[config.mk]
export PLATFORM = sky130hd
export DESIGN_NAME = divider_control
export DESIGN_NICKNAME = d
export VERILOG_FILES = /design/src/rtl/divider_control_pkg.sv /design/src/rtl/divider_control_step.sv /design/src/rtl/divider_control.sv
export SDC_FILE = /design/constraint.sdc
export NUM_CORES = 1
export LEC_CHECK = 0
export ABC_AREA = 1
export CAP_MARGIN = 20
export CORE_MARGIN = 4
export CORE_UTILIZATION = 45
export DETAILED_ROUTE_END_ITERATION = 8
export DONT_BUFFER_PORTS = 1
export PLACE_DENSITY = 0.61
export RECOVER_POWER = 100
export SYNTH_ARGS = -nofsm -noshare
export SYNTH_HDL_FRONTEND = slang
export SYNTH_SLANG_ARGS = --single-unit
[constraint.sdc]
create_clock -name clk -period 1.9 [get_ports clk]
set_input_delay 0.38 -clock clk [delete_from_list [all_inputs] [get_ports clk]]
set_output_delay 0.38 -clock clk [all_outputs]
set_load 0.1 [all_outputs]
[src/rtl/divider_control_pkg.sv]
// Shared definitions for the sequential control engines (add / multiply / divide).
// Holds the common state enum and the helper that sizes the iteration counter.
package divider_control_pkg;

  typedef enum logic [1:0] {
    IDLE = 2'd0,
    RUN  = 2'd1,
    DONE = 2'd2
  } ctrl_state_e;

  localparam int DEF_WIDTH = 4;

  // The counter must be able to hold WIDTH itself.
  function automatic int cnt_width(input int width);
    return $clog2(width + 1);
  endfunction

endpackage

[src/rtl/divider_control_step.sv]
// One restoring-division iteration: shift in the next dividend bit, then subtract the
// divisor if it fits.
module div_step #(
  parameter int WIDTH = 4
) (
  input  logic [WIDTH-1:0] rem_i,
  input  logic             msb_i,
  input  logic [WIDTH-1:0] divisor_i,
  output logic [WIDTH-1:0] rem_o,
  output logic             q_bit_o
);

  logic [WIDTH:0]   shifted;
  logic [WIDTH-1:0] diff;

  assign shifted = {rem_i, msb_i};
  // When the subtraction is taken the true result is below the divisor, so the
  // truncated WIDTH-bit difference is exact.
  assign diff    = shifted[WIDTH-1:0] - divisor_i;
  assign q_bit_o = (shifted >= {1'b0, divisor_i});
  assign rem_o   = q_bit_o ? diff : shifted[WIDTH-1:0];

endmodule

[src/rtl/divider_control.sv]
// Sequential unsigned restoring divider, one quotient bit per clock, start/done handshake.
// Divide by zero yields quotient all ones and remainder equal to the dividend.
module divider_control
  import divider_control_pkg::*;
#(
  parameter int WIDTH = DEF_WIDTH
) (
  input  logic             clk,
  input  logic             reset,
  input  logic             start,
  input  logic [WIDTH-1:0] in1,
  input  logic [WIDTH-1:0] in2,
  output logic [WIDTH-1:0] quotient,
  output logic [WIDTH-1:0] remainder,
  output logic             done,
  output logic [1:0]       state_dbg
);

  localparam int CNT_W = cnt_width(WIDTH);
  localparam logic [CNT_W-1:0] CNT_LOAD = CNT_W'(WIDTH);
  localparam logic [CNT_W-1:0] CNT_ONE  = CNT_W'(1);

  ctrl_state_e      state_q, state_d;
  logic [CNT_W-1:0] cnt_q, cnt_d;
  logic [WIDTH-1:0] dvd_q, dvd_d;
  logic [WIDTH-1:0] dvs_q, dvs_d;
  logic [WIDTH-1:0] rem_q, rem_d;
  logic [WIDTH-1:0] quo_q, quo_d;
  logic [WIDTH-1:0] quotient_q, quotient_d;
  logic [WIDTH-1:0] remainder_q, remainder_d;
  logic             done_q, done_d;
  logic [WIDTH-1:0] step_rem;
  logic             step_q;

  div_step #(.WIDTH(WIDTH)) u_step (
    .rem_i     (rem_q),
    .msb_i     (dvd_q[WIDTH-1]),
    .divisor_i (dvs_q),
    .rem_o     (step_rem),
    .q_bit_o   (step_q)
  );

  always_ff @(posedge clk or negedge reset) begin
    if (!reset) begin
      state_q     <= IDLE;
      cnt_q       <= '0;
      dvd_q       <= '0;
      dvs_q       <= '0;
      rem_q       <= '0;
      quo_q       <= '0;
      quotient_q  <= '0;
      remainder_q <= '0;
      done_q      <= 1'b0;
    end else begin
      state_q     <= state_d;
      cnt_q       <= cnt_d;
      dvd_q       <= dvd_d;
      dvs_q       <= dvs_d;
      rem_q       <= rem_d;
      quo_q       <= quo_d;
      quotient_q  <= quotient_d;
      remainder_q <= remainder_d;
      done_q      <= done_d;
    end
  end

  always_comb begin
    state_d = state_q;
    case (state_q)
      IDLE:    if (start) state_d = RUN;
      RUN:     if (cnt_q == CNT_ONE) state_d = DONE;
      DONE:    state_d = IDLE;
      default: state_d = IDLE;
    endcase
  end

  // Working registers advance only in RUN; the visible outputs load once, leaving DONE.
  always_comb begin
    cnt_d       = cnt_q;
    dvd_d       = dvd_q;
    dvs_d       = dvs_q;
    rem_d       = rem_q;
    quo_d       = quo_q;
    quotient_d  = quotient_q;
    remainder_d = remainder_q;
    done_d      = 1'b0;
    case (state_q)
      IDLE: begin
        if (start) begin
          dvd_d = in1;
          dvs_d = in2;
          rem_d = '0;
          quo_d = '0;
          cnt_d = CNT_LOAD;
        end
      end
      RUN: begin
        rem_d = step_rem;
        quo_d = {quo_q[WIDTH-2:0], step_q};
        dvd_d = dvd_q << 1;
        cnt_d = cnt_q - CNT_ONE;
      end
      DONE: begin
        quotient_d  = quo_q;
        remainder_d = rem_q;
        done_d      = 1'b1;
      end
      default: ;
    endcase
  end

  assign quotient  = quotient_q;
  assign remainder = remainder_q;
  assign done      = done_q;
  assign state_dbg = state_q;

endmodule

[Yosys cells after proc, flatten, opt, wreduce, memory -nomap -nowiden]
Cells that the tools add are included.
Cells by class
  $lt $le $gt $ge: 1
  add/subtract/negate cells: 2
  reduce and logical (&&, ||, !) cells: 5
  equality and inequality tests: 5
  multiplexer cells: 12
Operators by type and width (number)
  4-bit one-hot mux with 2 select lines: 3
  4-bit 2-to-1 mux: 3
  3-bit one-hot mux with 2 select lines: 1
  2-bit AND reduction: 3
  5-bit by 4-bit >= comparator with 1-bit output: 1
  2-bit 2-to-1 mux: 2
  2-bit != test (second input constant): 2
  2-bit one-hot mux with 2 select lines: 1
  4-bit subtractor: 1
  3-bit by 1-bit equality test with 1-bit output (second input constant): 1
  3-bit 2-to-1 mux: 1
  3-bit by 1-bit subtractor with 3-bit output (second input constant): 1
  2-bit by 1-bit equality test with 1-bit output (second input constant): 1
  2-bit equality test (second input constant): 1
  2-bit logical NOT: 1
  2-bit nonzero test: 1
  1-bit 2-to-1 mux: 1
Word-level totals
  flip-flop bits (word level): 30
  word-level logic and storage cells: 34

[Depth between registers and ports, before layout]
Gate-level depths: netlist of the first run.
  word-level depth: 3
  depth in mapped cells: 11
  depth with buffers taken out: 11

[Modules after synthesis]
Synthesis of the first run repeated with hierarchy kept, for this count alone.
Unflattened totals
  cell total of the unflattened synthesis: 174
  area, all modules: 1571.5 um^2
Modules (own cells, without submodules)
  divider_control: cells each 135, times used 1, area each 1317.5 um^2
  div_step: cells each 39, times used 1, area each 254.0 um^2

[Worst setup path after synthesis of the first run]
OpenSTA, ideal clock, no wires.
  path kind: register to register
  start point: register state_q[1] (netlist: state_dbg[1])
  end point: register quotient_q[2] (netlist: quotient[2])
  data arrival time: 1.582 ns
  data required time: 1.778 ns
  path slack: 0.195 ns
  stages on the path, launching flop included: 7
  library setup time: 0.122 ns
  period minus slack after synthesis: 1.705 ns
  path through: dfrtp_1 -> inv_2 -> nor2_2 -> inv_2 -> buf_6 -> nand2_1 -> o21ai_2
On the way
  longest elaborated chain between the ends: 1
RTL lines
  start, declared: line divider_control.sv:23  | ctrl_state_e state_q, state_d;
  start signal, assigned: line divider_control.sv:55  | state_q <= state_d;
  2-bit equality test: line divider_control.sv:87  | case (state_q)
  end signal, assigned: line divider_control.sv:61  | quotient_q <= quotient_d;
  end, declared: line divider_control.sv:29  | logic [WIDTH-1:0] quotient_q, quotient_d;
Every way passes these cells.
A chain may end at the register's enable or synchronous reset.

[Worst setup path after layout of the first run]
  start point: register state_q[0] (netlist: state_dbg[0])
  end point: output port state_dbg[0]
RTL lines
  end, declared: line divider_control.sv:16  | output logic [1:0] state_dbg
No word-level cell between the ends.

==> metrics list, run 1 <==
- Height of the die: roughly 65 um
* Count of boundary I/O pins: 22
- Proportion of synthesized area in mux cells: 0.00780
* Cell types with the largest area share after synthesis: sky130_fd_sc_hd__dfrtp_1 52%, sky130_fd_sc_hd__nand2_1 8.8%, sky130_fd_sc_hd__ha_1 5.2%, sky130_fd_sc_hd__inv_1 4.9%, sky130_fd_sc_hd__o21ai_2 4.2%
* Synthesized netlist cell count: 148
- Fraction of the mapped netlist area in compound gates: 0.127
* Number of global-route vias before repair: 1,070
* Top fanout value on the critical path: 4
* Peak per-stage delay on the critical path: around 0.49 ns
* Achievable clock frequency: 0.601 GHz
- For the worst-skew pair, the clock arrives at the later sink with an insertion delay of 0.33 ns.
* Fin crit share: 0.876
* Critical path class: reg -> out
- Highest-count cells in the layout ignoring fill and taps: 36 x sky130_fd_sc_hd__nand2_1, 30 x sky130_fd_sc_hd__dfrtp_1, 21 x sky130_fd_sc_hd__inv_1
- WP buf/inv: 1
- Ordered cell list for the critical path: clkbuf_2
* Share of final-layout standard cells stronger than drive strength 1: 0.174
* Standard cell core area: 3050 um^2
- HP Start: start
* Number of buffers inserted during clock tree synthesis: 5
* Number of different library cells in the post-synthesis netlist: 25
- Grt total ovfl: 0
- Clock skew: 0.0130 ns
- All-Layer GR Usage: 0.149
- Dividing the detail-routed via count by the number of cells gives 4.87.
* CTS tree: built
- Dominant combinational cell family by area after synthesis: simple AND/OR/NAND/NOR gates
- PortBufs: 0
* Most common cell after layout, fill and taps aside: sky130_fd_sc_hd__nand2_1
* Area post-placement: about 1600 um^2
* Critical Path End Type: primary output
- The worst hold path was traced through 2 stages.
- For the final routed database, the setup TNS stands at 0 ns.
- Detailed routing inserted a total of 1,027 vias.
- HP Class: in -> reg
* Initial core utilization: 0.473
- In this run the critical register-to-register path is launched from rem_q[1].
- After floorplanning, the core was divided into 20 placement rows.
- Entering global routing, the biggest net connects 31 pins.
* Cell type contributing the most total cell area after synthesis: sky130_fd_sc_hd__dfrtp_1
- Setup violations remaining at the end of the flow were counted as 0.
- Setup crit start kind: register
- Of the total synthesized cell area, the portion taken by full adders, half adders and majority gates is 0.0659.
- Setup repair after global routing missed its margin: false
- Clock-pin slew was measured on the worst setup and hold paths at 0.10 ns.
- Xor/xnor cell area share of the yosys netlist: 0.0121
- Final count of hold timing violations: 0
- Across the run, the number of max-cap violations was 0.
- Critical path arrival: 1.28 ns
* TritonCTS sink count: 30
- The H-tree was split into 2 levels.
* Mean cell area of the mapped netlist: 9.76 um^2
* Post-detailed-route count of antenna-violating nets: 0
* Die Span X: around 65 um
- The share of the Yosys chip area taken by registers is 0.520.
- Clock period minus final worst setup slack: about 1.7 ns
* Detailed Route WL: 2650 um
- Post-CTS setup repair buffer count: 0
- The first global-routing pass estimated 4710 um of wire.
- In the final routed layout, each cell accounts on average for 12.5 um.
- Fillers: 309
- In this run, post-CTS repair resized a total of 0 instances.
* Warning count from the yosys run: 0
- Remaining max-slew budget at the tightest pin: 0.501
- Total standard cell area after synthesis: between 1000 and 1500 um^2
* Area of the die: 4180 um^2
- In this run, the number of DRC markers left after iteration 0 of detailed routing was 28.
- On the critical path, the stage with the largest delay is an instance of sky130_fd_sc_hd__clkbuf_2.
* Flip-flop and latch count after synthesis: 30
- Library cell used as clock root buffer: sky130_fd_sc_hd__clkbuf_4
* Area share of and/or/nand/nor cells after synthesis: 0.185
- DRC: 0
* Critical path depth: 1
* Cell family with the largest share of critical-path delay: buffers and inverters
* Fin. max-slew vios: 0
* Fraction of post-synthesis cell area in the top cell type by area: 0.520
* CTS Buffer Depth: 2
- Relative to the synthesized area, the layout overhead comes to 8.41%.
- Result of the run: complete, no violations
- Detailed placement finished with a half-perimeter wire length of 1920 um.
- Number of diodes added for antenna fixing: 0
- Final net count: 184
- The worst register-to-register path has a depth of 7.
- Worst EP required: 1.52 ns
- For this run, the number of standard cells in the final layout without fillers is 211.
* First-pass iteration count of the detailed router: 4
* Slew of the pin with the lowest slew margin: 0.749 ns
* Global placer's final weighted congestion: 0.806
- Synthesized Nets: approximately 170
- Beginning of the critical path: state_dbg[0]
- Cell area after layout: between 1500 and 2000 um^2
- Number of antenna violations at the first check in global routing: 0
- After detailed placement, the design holds a cell count of between 200 and 250.
## cell families (layout without fill, tap and decap cells)
kind of cell,Yosys count,count (layout)
flip-flops,30,30
AND/OR/NAND/NOR,57,57
adder cells (fa/ha/maj),7,7
AO/OA/AOI/OAI,25,25
buffers and inverters,26,45
XOR/XNOR,2,2
multiplexers,1,1
## sequential cells by signal (all words and copies together) (netlist names)
| signal | count |
|---|---|
| remainder | 4 |
| quo_q | 4 |
| dvd_q | 4 |
| cnt_q | 3 |
| rem_q | 4 |
| state_dbg | 2 |
| quotient | 4 |
| done | 1 |
| dvs_q | 4 |
## path summary, 6_finish.rpt
| kind | slack [ns] | end |
|---|---|---|
| min reg2reg | 0.49 | dvd_q[0] |
| min in group asynchronous | 0.65 | rem_q[1] |
| max reg2reg | 0.28 | rem_q[1] |
| max | 0.24 | state_dbg[0] |
| min | 0.18 | dvd_q[0] |
| max in group asynchronous | 0.77 | dvd_q[2] |
## metal layers
metal / vias up / global-route usage / part of all wire
met5: - / 0 / 0
met4: 0 / 0.0633 / 0.016
met1: 482 / 0.177 / 0.47
met2: 28 / 0.250 / 0.46
met3: 6 / 0.0451 / 0.059
li1: 511 / - / -
## worst reg2reg max path, delay by kind of cell (launching register included)
family / cells / cell delay, ns
simple gates: 5 / 0.56
flops: 1 / 0.42
fa+ha+maj: 1 / 0.35
compound gates: 1 / 0.20
## Yosys cell counts (all sizes together)
| library cell | count |
|---|---|
| nand2 | 39 |
| a21oi | 7 |
| o21ai | 9 |
| xnor2 | 1 |
| inv | 23 |
| xor2 | 1 |
| nor2 | 7 |
| a22oi | 1 |
| a31oi | 1 |
| o22ai | 7 |
| buf | 2 |
| clkinv | 1 |
| dfrtp | 30 |
| nand3 | 11 |
| fa | 1 |
| ha | 6 |
| mux2 | 1 |
## layout make-up
type                       instances  area [um^2]  share of cell area
sequential                        30          751               0.480
multi-input combinational         92          531               0.339
inverter                          24         95.1              0.0608
timing repair buffer              13         70.1              0.0448
tap                               44         55.1              0.0352
clock buffer                       6         51.3              0.0328
clock inverter                     2         12.5             0.00799
## timing repair
item | 4_1_cts | 5_1_grt
hold buffers | 2 | 0
endpoints found under the hold margin | 30 | 0
endpoints found under the setup margin | 0 | 0
## through the flow
stage                util  worst slack, ns  hold slack (ns)
CTS                 0.541            0.350            0.166
global route        0.513            0.141            0.181
finish              0.513            0.235            0.180
floorplan               -            0.195           0.0844
detailed placement  0.511            0.417           0.0853
global placement    0.511            0.465           0.0854
Power of run 1 is not shown: default switching activity piles up to over one toggle a cycle in this logic, so the estimate is an artifact.
==> run 2, diff against run 1 <==
- DONT_BUFFER_PORTS: 1 -> unset
- PLACE_DENSITY: 0.61 -> 0.69
==> run 2 against run 1 <==
Clock-buffer cell count is the same. Final area grew 6.8%. Worst hold slack gained 0.29 ns. Critical endpoint unchanged.
==> metrics list, run 2 (synthesized netlist as in run 1, its figures left out) <==
* Ordered cell list for the critical path: clkbuf_2
- Worst slack after detailed placement: 0.348 ns (-0.0684 ns)
* Global placer's final weighted congestion: 0.870 (+8.0%)
- The HPWL after detailed placement came to 1950 um (+1.4%).
* Final setup violation count: 0 (unchanged)
- The largest net degree at the start of global routing came to 31 (unchanged).
* Initial core utilization: 0.473 (unchanged)
- Grt total ovfl: 0 (unchanged)
- Leaving out fill and tap cells, the most frequent cells in the layout are 35 x sky130_fd_sc_hd__nand2_1, 30 x sky130_fd_sc_hd__dfrtp_1, 21 x sky130_fd_sc_hd__inv_1.
- Number of diodes added for antenna fixing: 0 (unchanged)
* Deepest level of the CTS H-tree: 2 (unchanged)
* Number of buffers added to fix hold violations after cts: 0 (-2)
- Slew of the pin with the lowest slew margin: 0.698 ns (-0.0509 ns)
- Achievable clock frequency: 0.613 GHz (+2.1%)
- The min-delay analysis places its worst path in the category reg -> reg.
* Area of the multi-input gates: 529 um^2 (-0.24%)
- Slowest-stage cell, CP: sky130_fd_sc_hd__clkbuf_2
- The kind of cell with the highest combined delay along the critical path is buffers and inverters.
- The worst setup path is of the reg -> out kind.
- Fin crit share: 0.859 (-0.0176)
- The aggregate routed wire length came to 2540 um (-4.1%).
- Share of final-layout standard cells stronger than drive strength 1: 0.160 (-0.0137)
- Worst hold path depth: 2 (unchanged)
- The required time reported for the critical path endpoint was 1.52 ns (about the same).
* Post-CTS setup repair buffer count: 0 (unchanged)
- The clock transition at the registers of the reported paths is 0.09 ns (about the same).
* Final net count: 193 (+4.9%)
- The total of max-cap violations was 0 (unchanged).
- The via count of the first global-routing pass was 980 (-8.4%).
- Vias: 1,051 (+2.3%)
- The startpoint identified for the worst register-to-register timing path is rem_q[1].
- CTS Buffer Depth: 2 (unchanged)
* Fillers: 307 (-0.65%)
- Most common cell after layout, fill and taps aside: sky130_fd_sc_hd__nand2_1
- The via count normalized by instance count was 4.80 (-1.4%).
* Library cell used as clock root buffer: sky130_fd_sc_hd__clkbuf_4
- TritonCTS built the clock tree.
* Clock skew: 0.00887 ns (-0.00415 ns)
- The area of the core was 3050 um^2 (unchanged).
- The least setup slack across all paths after layout was 0.269 ns (+0.0334 ns).
- Height of the die: 64.6 um (unchanged)
- Critical Path End Type: primary output
* Result of the run: complete, no violations
- The cell row count came to 20 (unchanged).
* Worst-skew pair later-pin latency: 0.32 ns (about the same)
- Average wire length per cell after detail routing: 11.6 um (-7.6%)
- WP buf/inv: 1 (unchanged)
- Critical path arrival: 1.25 ns (-0.03 ns)
- Area taken by flip-flops and latches: 751 um^2 (unchanged)
* Global-route wire length before repair: 4460 um (-5.1%)
- Number of buffers inserted during clock tree synthesis: 5 (unchanged)
* Setup crit start kind: register
* Die Span X: 64.6 um (unchanged)
- The number of violations reported at the end of detailed-routing iteration 0 was 38 (+36%).
- Top fanout value on the critical path: 4 (unchanged)
* Number of non-filler instances in the completed layout: 219 (+3.8%)
- HP Start: remainder[3]
- Remaining max-slew budget at the tightest pin: 0.534 (+0.0339)
- TritonCTS sink count: 30 (unchanged)
- Post-detailed-route count of antenna-violating nets: 0 (unchanged)
* DRC: 0 (unchanged)
* Fin. max-slew vios: 0 (unchanged)
- R2r setup slk: 0.28 ns (about the same)
- Placed Cells: 212 (+5.5%)
- The count of pins on the block boundary is 22 (unchanged).
- Number of gates resized after CTS: 0 (unchanged)
* Clock period minus final worst setup slack: 1.63 ns (-0.0334 ns)
* Final count of hold timing violations: 0 (unchanged)
- The number of iterations in the first detailed-routing pass came to 4 (unchanged).
- Final Core Density: 0.548 (+0.0348)
- Area of the die: 4180 um^2 (unchanged)
* Final total negative setup slack: 0 ns (unchanged)
- The worst register-to-register path ends at rem_q[0].
- The count of input and output buffers was 21 (+21).
- Number of antenna violations at the first check in global routing: 0 (unchanged)
- The delay of the slowest critical-path stage is 0.49 ns (about the same).
- Area grow syn2layout: 15.8%
* Worst reg-to-reg path cell count: 7 (unchanged)
* Hold EP: remainder[3]
- The overall track demand over capacity in global routing was 0.142 (-0.00672).
- Setup repair after global routing missed its margin: false
[run 2: cell count changes in the layout (fill, tap and decap cells not counted), sizes merged]
cell | before | now
bufinv | 0 | 1
clkdlybuf4s50 | 0 | 9
clkinv | 2 | 1
clkinvlp | 1 | 0
[run 2: metrics by stage]
step / cell area (um^2) / hold WS (ns)
2_1_floorplan: 1440 / 0.0844
3_3_place_gp: 1690 / 0.456
3_5_place_dp: 1690 / 0.461
4_1_cts: 1770 / 0.428
5_1_grt: 1670 / 0.506
6_report: 1670 / 0.474
[run 2: worst max path at each step]
stage / start / end / cells after the start
5_1_grt: rem_q[1] / rem_q[0] / 8
6_report: state_dbg[0] / state_dbg[0] / 1
3_3_place_gp: start / dvs_q[0] / 3
4_1_cts: rem_q[1] / rem_q[3] / 7
2_1_floorplan: state_dbg[1] / quotient[2] / 6
3_5_place_dp: start / state_dbg[0] / 5
[run 2: tightest hold or removal path, cell delays in order (launching register included)]
cell	delay (ns)
sky130_fd_sc_hd__dfrtp_1	0.35
sky130_fd_sc_hd__nand2_1	0.05
sky130_fd_sc_hd__nand2_1	0.04
[run 2: layer usage]
layer	share of wire	global-route usage	vias to the layer above
met5	0	0	-
met4	0.016	0.0554	0
met3	0.054	0.0589	6
met2	0.47	0.216	23
met1	0.45	0.180	496
li1	-	-	526
[run 2: cell type report]
cell class | instances | area share
flip-flops and latches | 30 | 0.449
multi-input cells | 92 | 0.317
repair buffers | 22 | 0.0958
inverters | 24 | 0.0569
well taps | 44 | 0.0329
clock buffers | 6 | 0.0307
clock inverters | 1 | 0.0180
Power of run 2 is left out for the same reason.
==> run 3, diff against run 2 <==
- SLEW_MARGIN: unset -> 10
==> results of run 3 <==
No change in the layout: final DEF, timing and power equal those of run 2.
Power of run 3 is left out for the same reason.
